`src/rtl/rf_wport_arbiter_pkg.sv`:
```
// rf_wport_arbiter_pkg: shared widths, FSM encodings and LU FIFO entry layout for the rf write-port arbiter.
package rf_wport_arbiter_pkg;
    localparam int WS_TO_RF_BUS_WD = 38;

    typedef enum logic {
        WBARB_PIPE_PRI = 1'b0,
        WBARB_LU_FORCE = 1'b1
    } wbarb_state_e;

    typedef struct packed {
        logic [4:0]  dest;
        logic [31:0] wdata;
        logic [31:0] pc;
    } lu_entry_t;
endpackage

```
`src/rtl/rf_wport_arbiter_fifo.sv`:
```
// wbarb_fifo: LU result queue with per-entry valid bits driving a registered GR busy mask.
module wbarb_fifo
    import rf_wport_arbiter_pkg::*;
#(
    parameter int DEPTH = 2
) (
    input  logic        clk,
    input  logic        reset,
    input  logic        push,
    input  logic        pop,
    input  lu_entry_t   din,
    output lu_entry_t   head,
    output logic        full,
    output logic        empty,
    output logic [31:0] busy_mask
);
    localparam int AW = $clog2(DEPTH);

    lu_entry_t        mem [DEPTH];
    logic [DEPTH-1:0] vld, vld_n;
    logic [AW:0]      wptr, rptr;
    logic [31:0]      mask_n;

    assign empty = wptr == rptr;
    assign full  = (wptr[AW] != rptr[AW]) && (wptr[AW-1:0] == rptr[AW-1:0]);
    assign head  = mem[rptr[AW-1:0]];

    // Mask is built from the post-edge contents so it changes on the same edge as push/pop.
    always_comb begin
        vld_n = vld;
        if (pop) vld_n[rptr[AW-1:0]] = 1'b0;
        if (push) vld_n[wptr[AW-1:0]] = 1'b1;
        mask_n = '0;
        for (int i = 0; i < DEPTH; i++)
            if (vld_n[i]) mask_n[(push && wptr[AW-1:0] == AW'(i)) ? din.dest : mem[i].dest] = 1'b1;
    end

    always_ff @(posedge clk) begin
        if (reset) begin
            wptr      <= '0;
            rptr      <= '0;
            vld       <= '0;
            busy_mask <= '0;
        end else begin
            wptr      <= wptr + (AW+1)'(push);
            rptr      <= rptr + (AW+1)'(pop);
            vld       <= vld_n;
            busy_mask <= mask_n;
        end
    end

    always_ff @(posedge clk)
        if (push) mem[wptr[AW-1:0]] <= din;
endmodule

```
`src/rtl/rf_wport_arbiter.sv`:
```
// rf_wport_arbiter: shares the regfile write port between WB (priority) and a buffered long-latency unit.
// Define WBARB_FWD_EN to expose the FIFO head on fwd_* for forwarding.
module rf_wport_arbiter
    import rf_wport_arbiter_pkg::*;
#(
    parameter int DEPTH      = 2,
    parameter int STARVE_MAX = 4
) (
    input  logic                       clk,
    input  logic                       reset,
    input  logic                       pipe_valid,
    input  logic                       pipe_we,
    input  logic [4:0]                 pipe_dest,
    input  logic [31:0]                pipe_wdata,
    input  logic [31:0]                pipe_pc,
    output logic                       pipe_ready,
    input  logic                       lu_valid,
    input  logic [4:0]                 lu_dest,
    input  logic [31:0]                lu_wdata,
    input  logic [31:0]                lu_pc,
    output logic                       lu_ready,
    output logic [31:0]                lu_busy_mask,
    output logic                       fwd_valid,
    output logic [4:0]                 fwd_dest,
    output logic [31:0]                fwd_data,
    output logic [WS_TO_RF_BUS_WD-1:0] ws_to_rf_bus,
    output logic [31:0]                debug_wb_pc,
    output logic [3:0]                 debug_wb_rf_we,
    output logic [4:0]                 debug_wb_rf_wnum,
    output logic [31:0]                debug_wb_rf_wdata
);
    localparam int CW = $clog2(STARVE_MAX) + 1;

    wbarb_state_e state, state_n;
    logic [CW-1:0] starve_cnt, starve_n;
    logic          pipe_grant, pop, push, full, empty;
    lu_entry_t     head;
    logic          rf_we;
    logic [4:0]    rf_waddr;
    logic [31:0]   rf_wdata;

    wbarb_fifo #(.DEPTH(DEPTH)) u_fifo (
        .clk       (clk),
        .reset     (reset),
        .push      (push),
        .pop       (pop),
        .din       ({lu_dest, lu_wdata, lu_pc}),
        .head      (head),
        .full      (full),
        .empty     (empty),
        .busy_mask (lu_busy_mask)
    );

    assign lu_ready = !full;
    // A full FIFO still takes a new entry when its head leaves on the same edge.
    assign push = lu_valid && (!full || pop);

    always_comb begin
        pipe_ready = state == WBARB_PIPE_PRI;
        pipe_grant = pipe_valid && pipe_ready;
        pop        = !empty && !pipe_grant;
        starve_n   = (empty || pop) ? '0 : starve_cnt + 1'b1;
        state_n    = (state == WBARB_PIPE_PRI && !empty && !pop && starve_cnt == CW'(STARVE_MAX - 1))
                     ? WBARB_LU_FORCE : WBARB_PIPE_PRI;
    end

    always_ff @(posedge clk) begin
        if (reset) begin
            state       <= WBARB_PIPE_PRI;
            starve_cnt  <= '0;
            rf_we       <= 1'b0;
            rf_waddr    <= '0;
            rf_wdata    <= '0;
            debug_wb_pc <= '0;
        end else begin
            state      <= state_n;
            starve_cnt <= starve_n;
            rf_we      <= pipe_grant ? (pipe_we && pipe_dest != 5'd0) : (pop && head.dest != 5'd0);
            if (pipe_grant) begin
                rf_waddr    <= pipe_dest;
                rf_wdata    <= pipe_wdata;
                debug_wb_pc <= pipe_pc;
            end else if (pop) begin
                rf_waddr    <= head.dest;
                rf_wdata    <= head.wdata;
                debug_wb_pc <= head.pc;
            end
        end
    end

    assign ws_to_rf_bus      = {rf_we, rf_waddr, rf_wdata};
    assign debug_wb_rf_we    = {4{rf_we}};
    assign debug_wb_rf_wnum  = rf_waddr;
    assign debug_wb_rf_wdata = rf_wdata;

`ifdef WBARB_FWD_EN
    assign fwd_valid = !empty;
    assign fwd_dest  = head.dest;
    assign fwd_data  = head.wdata;
`else
    assign fwd_valid = 1'b0;
    assign fwd_dest  = '0;
    assign fwd_data  = '0;
`endif
endmodule

```
`config.mk`:
```
export PLATFORM = sky130hd
export DESIGN_NAME = rf_wport_arbiter
export DESIGN_NICKNAME = d
export VERILOG_FILES = /design/src/rtl/rf_wport_arbiter_pkg.sv /design/src/rtl/rf_wport_arbiter_fifo.sv /design/src/rtl/rf_wport_arbiter.sv
export SDC_FILE = /design/constraint.sdc
export NUM_CORES = 1
export LEC_CHECK = 0
export BUFFER_PORTS_ARGS = -buffer_cell sky130_fd_sc_hd__buf_4
export CORE_ASPECT_RATIO = 0.5
export CORE_MARGIN = 4
export CORE_UTILIZATION = 45
export CTS_CLUSTER_SIZE = 14
export DETAILED_ROUTE_END_ITERATION = 12
export GPL_TIMING_DRIVEN = 0
export PLACE_DENSITY = 0.83
export SLEW_MARGIN = 5
export SYNTH_ARGS = -nofsm -noshare
export SYNTH_HDL_FRONTEND = slang
export SYNTH_SLANG_ARGS = --single-unit
```
`constraint.sdc`:
```
create_clock -name clk -period 9.4 [get_ports clk]
set_input_delay 0.94 -clock clk [delete_from_list [all_inputs] [get_ports clk]]
set_output_delay 0.94 -clock clk [all_outputs]
set_load 0.05 [all_outputs]
```
==> flow_summary.json <==
{
  "placed_cells": 1515,
  "setup_repair_after_global_routing_missed_its_margin": "false",
  "dr_wl_met3_mm": 1.72,
  "worst_setup_hold_path_clk_slew_ns": 0.06,
  "antennaDiodeCount": 0,
  "grt.total_usage_pct": 21.7,
  "synth_edf_count": 138,
  "hold_class": "reg2reg",
  "routed.top_layer": "met4",
  "cts_tree": "yes",
  "place.gp.congestion": 0.888,
  "max-cap-violations": 0,
  "dr_total_vias": 8405,
  "floorplan.die_area_um2": 26400,
  "floorplan.die.height_um": 117,
  "worst_setup_path_start_kind": "register",
  "nNetsFinal": 1382,
  "synth_cells": 883,
  "htreeDepth": 1,
  "wl_per_cell_um": 19.7,
  "synth.cell_area_um2": 10700,
  "period_minus_slack_ns": 3.55,
  "clock_root_buffer": "sky130_fd_sc_hd__clkbuf_16",
  "finalSetupTns_ns": 0,
  "ir_worst_vdd_uv": 108,
  "final-setup-viol-count": 0,
  "async_reset_ff_share_pct": 0,
  "critical_path_required_ns": 9.82,
  "power.density_cell_area_nw_per_um2": 252,
  "post-cts-setup-buffer-count": 0,
  "design.core.area_um2": 23100,
  "timing_worst_slew_pin_value_ns": 0.697,
  "cts-buffers-inserted": 23,
  "final_hold_violation_count": 0,
  "number_of_antenna_violations_at_the_first_check_in_global_routing": 0,
  "hold_buffers": 0,
  "fmax_mhz": 282,
  "drt_drc_violations_left": 0,
  "io_buffer_count": 286,
  "finalNonFillerCells": 1555,
  "final.setup_skew_ns": 0.00801,
  "hpwl_detailed_mm": 22.6,
  "wl_met2_mm": 15.3,
  "end_kind": "register",
  "number_of_violations_reported_at_the_end_of_detailed_routing_iteration_0": 566,
  "boundaryPins": 326,
  "firstDrtPassIters": 6,
  "tritoncts_num_sinks": 250,
  "synth-warning-count": 0,
  "pin_count_of_the_biggest_net_entering_global_routing": 41,
  "max-clock-path-buffers": 3,
  "timing.slew.headroom_pct": 53.5,
  "worstSkewPairLatency_ns": 0.50,
  "floorplan.rows": 39,
  "final_max_slew_viol_count": 0,
  "avgViaCountPerCell": 5.41,
  "timing_worst_setup_path_type": "reg2reg",
  "synthFlopType": "sky130_fd_sc_hd__edfxtp_1",
  "timing.final.crit_share_pct": 37.8,
  "status": "complete, no violations",
  "fp.dieW_um": 226,
  "yosys_reg_bits": 250,
  "start_util_pct": 46.3,
  "grt.overflow.total": 0,
  "p_leak_nw": 5.66,
  "drive_gt1_share_pct": 37.0,
  "synth_cell_types": 52,
  "post_cts_resize_count": 0,
  "synth-seq-area-share_pct": 59.8,
  "post_synth.cell_area_avg_um2": 12.1,
  "first_global_vias": 8375,
  "routedLengthMet1_mm": 12.3,
  "grt_first_pass_wirelength_mm": 45.2,
  "worstPathMaxFanout": 35,
  "ant_nets": 0,
  "arrival_ns": 3.97,
  "area_added_between_synthesis_and_finish_pct": 32.5,
  "postRouteWirelength_mm": 30.6
}
per-stage QoR:
| stage | cell area (um^2) | power, mW | setup WS, ns | hold slack, ns | utilization (%) |
|---|---|---|---|---|---|
| 2_1_floorplan | 10800 | 2.27 | 4.93 | 0.398 | - |
| 3_3_place_gp | 13400 | 2.62 | 3.81 | 0.408 | 57.9 |
| 3_5_place_dp | 13400 | 2.66 | 5.90 | 0.430 | 58.1 |
| 4_1_cts | 14200 | 3.57 | 5.89 | 0.439 | 61.3 |
| 5_1_grt | 14200 | 3.71 | 5.70 | 0.459 | 61.3 |
| 6_report | 14200 | 3.56 | 5.85 | 0.439 | 61.3 |
area by class of cell:
cell class,count,area [um^2]
plain buffers,137,865
clock buffers,36,689
clock inverters,4,45.0
fillers,1834,8930
inverters,6,22.5
multi-input cells,527,3570
flip-flops and latches,250,6390
well taps,307,384
repair buffers,288,2190
synth_stat cells, types with 2 or more instances:
master	n	area, um^2
sky130_fd_sc_hd__a221o_1	2	20.0
sky130_fd_sc_hd__inv_1	5	18.8
sky130_fd_sc_hd__a211oi_1	2	15.0
sky130_fd_sc_hd__a21oi_2	20	175
sky130_fd_sc_hd__o221ai_2	2	30.0
sky130_fd_sc_hd__nor3_1	2	10.0
sky130_fd_sc_hd__xnor2_2	2	32.5
sky130_fd_sc_hd__mux2i_1	73	731
sky130_fd_sc_hd__and2_1	2	12.5
sky130_fd_sc_hd__o22ai_1	24	150
sky130_fd_sc_hd__o32ai_1	8	70.1
sky130_fd_sc_hd__nor2b_1	13	81.3
sky130_fd_sc_hd__nand3b_1	68	510
sky130_fd_sc_hd__buf_2	19	95.1
sky130_fd_sc_hd__o21ai_1	71	355
sky130_fd_sc_hd__a22oi_1	3	22.5
sky130_fd_sc_hd__nor3b_1	2	15.0
sky130_fd_sc_hd__nand2_1	14	52.6
sky130_fd_sc_hd__o21ai_4	2	32.5
sky130_fd_sc_hd__edfxtp_1	138	4140
sky130_fd_sc_hd__mux2_1	4	45.0
sky130_fd_sc_hd__a21oi_1	115	576
sky130_fd_sc_hd__a32oi_1	3	26.3
sky130_fd_sc_hd__a32o_1	2	20.0
sky130_fd_sc_hd__and3_1	4	25.0
sky130_fd_sc_hd__a31oi_1	3	18.8
sky130_fd_sc_hd__buf_6	3	33.8
sky130_fd_sc_hd__xnor2_1	2	17.5
sky130_fd_sc_hd__o211ai_1	2	15.0
sky130_fd_sc_hd__ha_1	6	75.1
sky130_fd_sc_hd__o211ai_2	2	25.0
sky130_fd_sc_hd__nor2_1	18	67.6
sky130_fd_sc_hd__buf_4	81	608
sky130_fd_sc_hd__dfxtp_1	112	2240
sky130_fd_sc_hd__clkbuf_1	34	128
sky130_fd_sc_hd__nand2b_1	4	25.0
final timing paths:
path,slack [ns],end,startpoint,cells past startpoint
max,5.85,u_fifo.busy_mask[30],u_fifo.rptr[0],10
min,0.44,starve_cnt[0],starve_cnt[0],1
max reg2reg,5.85,u_fifo.busy_mask[30],u_fifo.rptr[0],10
min reg2reg,0.44,starve_cnt[0],starve_cnt[0],1
where the power goes:
group	internal (mW)	total (mW)	switching (mW)
Sequential	1.28	1.34	0.0642
Clock	0.530	0.920	0.390
Combinational	0.441	1.30	0.860
cell families after synthesis:
kind of cell / after synthesis / synth area share, %
compound gates: 267 / 15.3
fa+ha+maj: 6 / 0.703
mux: 78 / 7.37
xor+xnor: 5 / 0.621
simple gates: 133 / 7.92
other cells: 1 / 0.0351
buf+inv: 143 / 8.30
flops: 250 / 59.8
routing by layer:
metal,vias to the layer above,GRT usage [%]
met5,-,0
li1,3860,-
met3,89,2.94
met2,376,38.4
met4,0,9.58
met1,4080,27.0
worst max-delay path: stages, from the launching register on:
cell	delay, ns
sky130_fd_sc_hd__dfxtp_1	0.32
sky130_fd_sc_hd__buf_2	0.16
sky130_fd_sc_hd__xnor2_2	0.31
sky130_fd_sc_hd__clkbuf_1	0.53
sky130_fd_sc_hd__nand2_1	0.17
sky130_fd_sc_hd__o21a_1	0.30
sky130_fd_sc_hd__ha_4	0.36
sky130_fd_sc_hd__mux2_2	0.45
sky130_fd_sc_hd__a211oi_1	0.42
sky130_fd_sc_hd__o21ai_4	0.19
sky130_fd_sc_hd__o22ai_1	0.23
layout by cell type (no fill, tap or decap), drive strengths merged, types with 3 or more instances in the layout:
master	instances
edfxtp	138
nand3b	68
ha	6
a31oi	3
mux2	5
conb	38
o21ai	73
nor3	3
clkbuf	70
dfxtp	112
buf	391
a22oi	3
mux2i	73
inv	6
nand2	14
nand2b	4
a32oi	3
clkinv	3
o32ai	8
o22ai	24
xnor2	4
and3	4
nor2b	13
a21oi	135
o211ai	5
nor2	18
flip-flops by register name, summed over array words and instances (netlist names):
name	cells
debug_wb_pc	32
rf_we	1
u_fifo.vld	2
state	1
u_fifo.wptr	2
debug_wb_rf_wnum	5
u_fifo.busy_mask	32
debug_wb_rf_wdata	32
starve_cnt	3
u_fifo.rptr	2
u_fifo.mem	138
No activity file was read; power rests on OpenSTA's default activity.
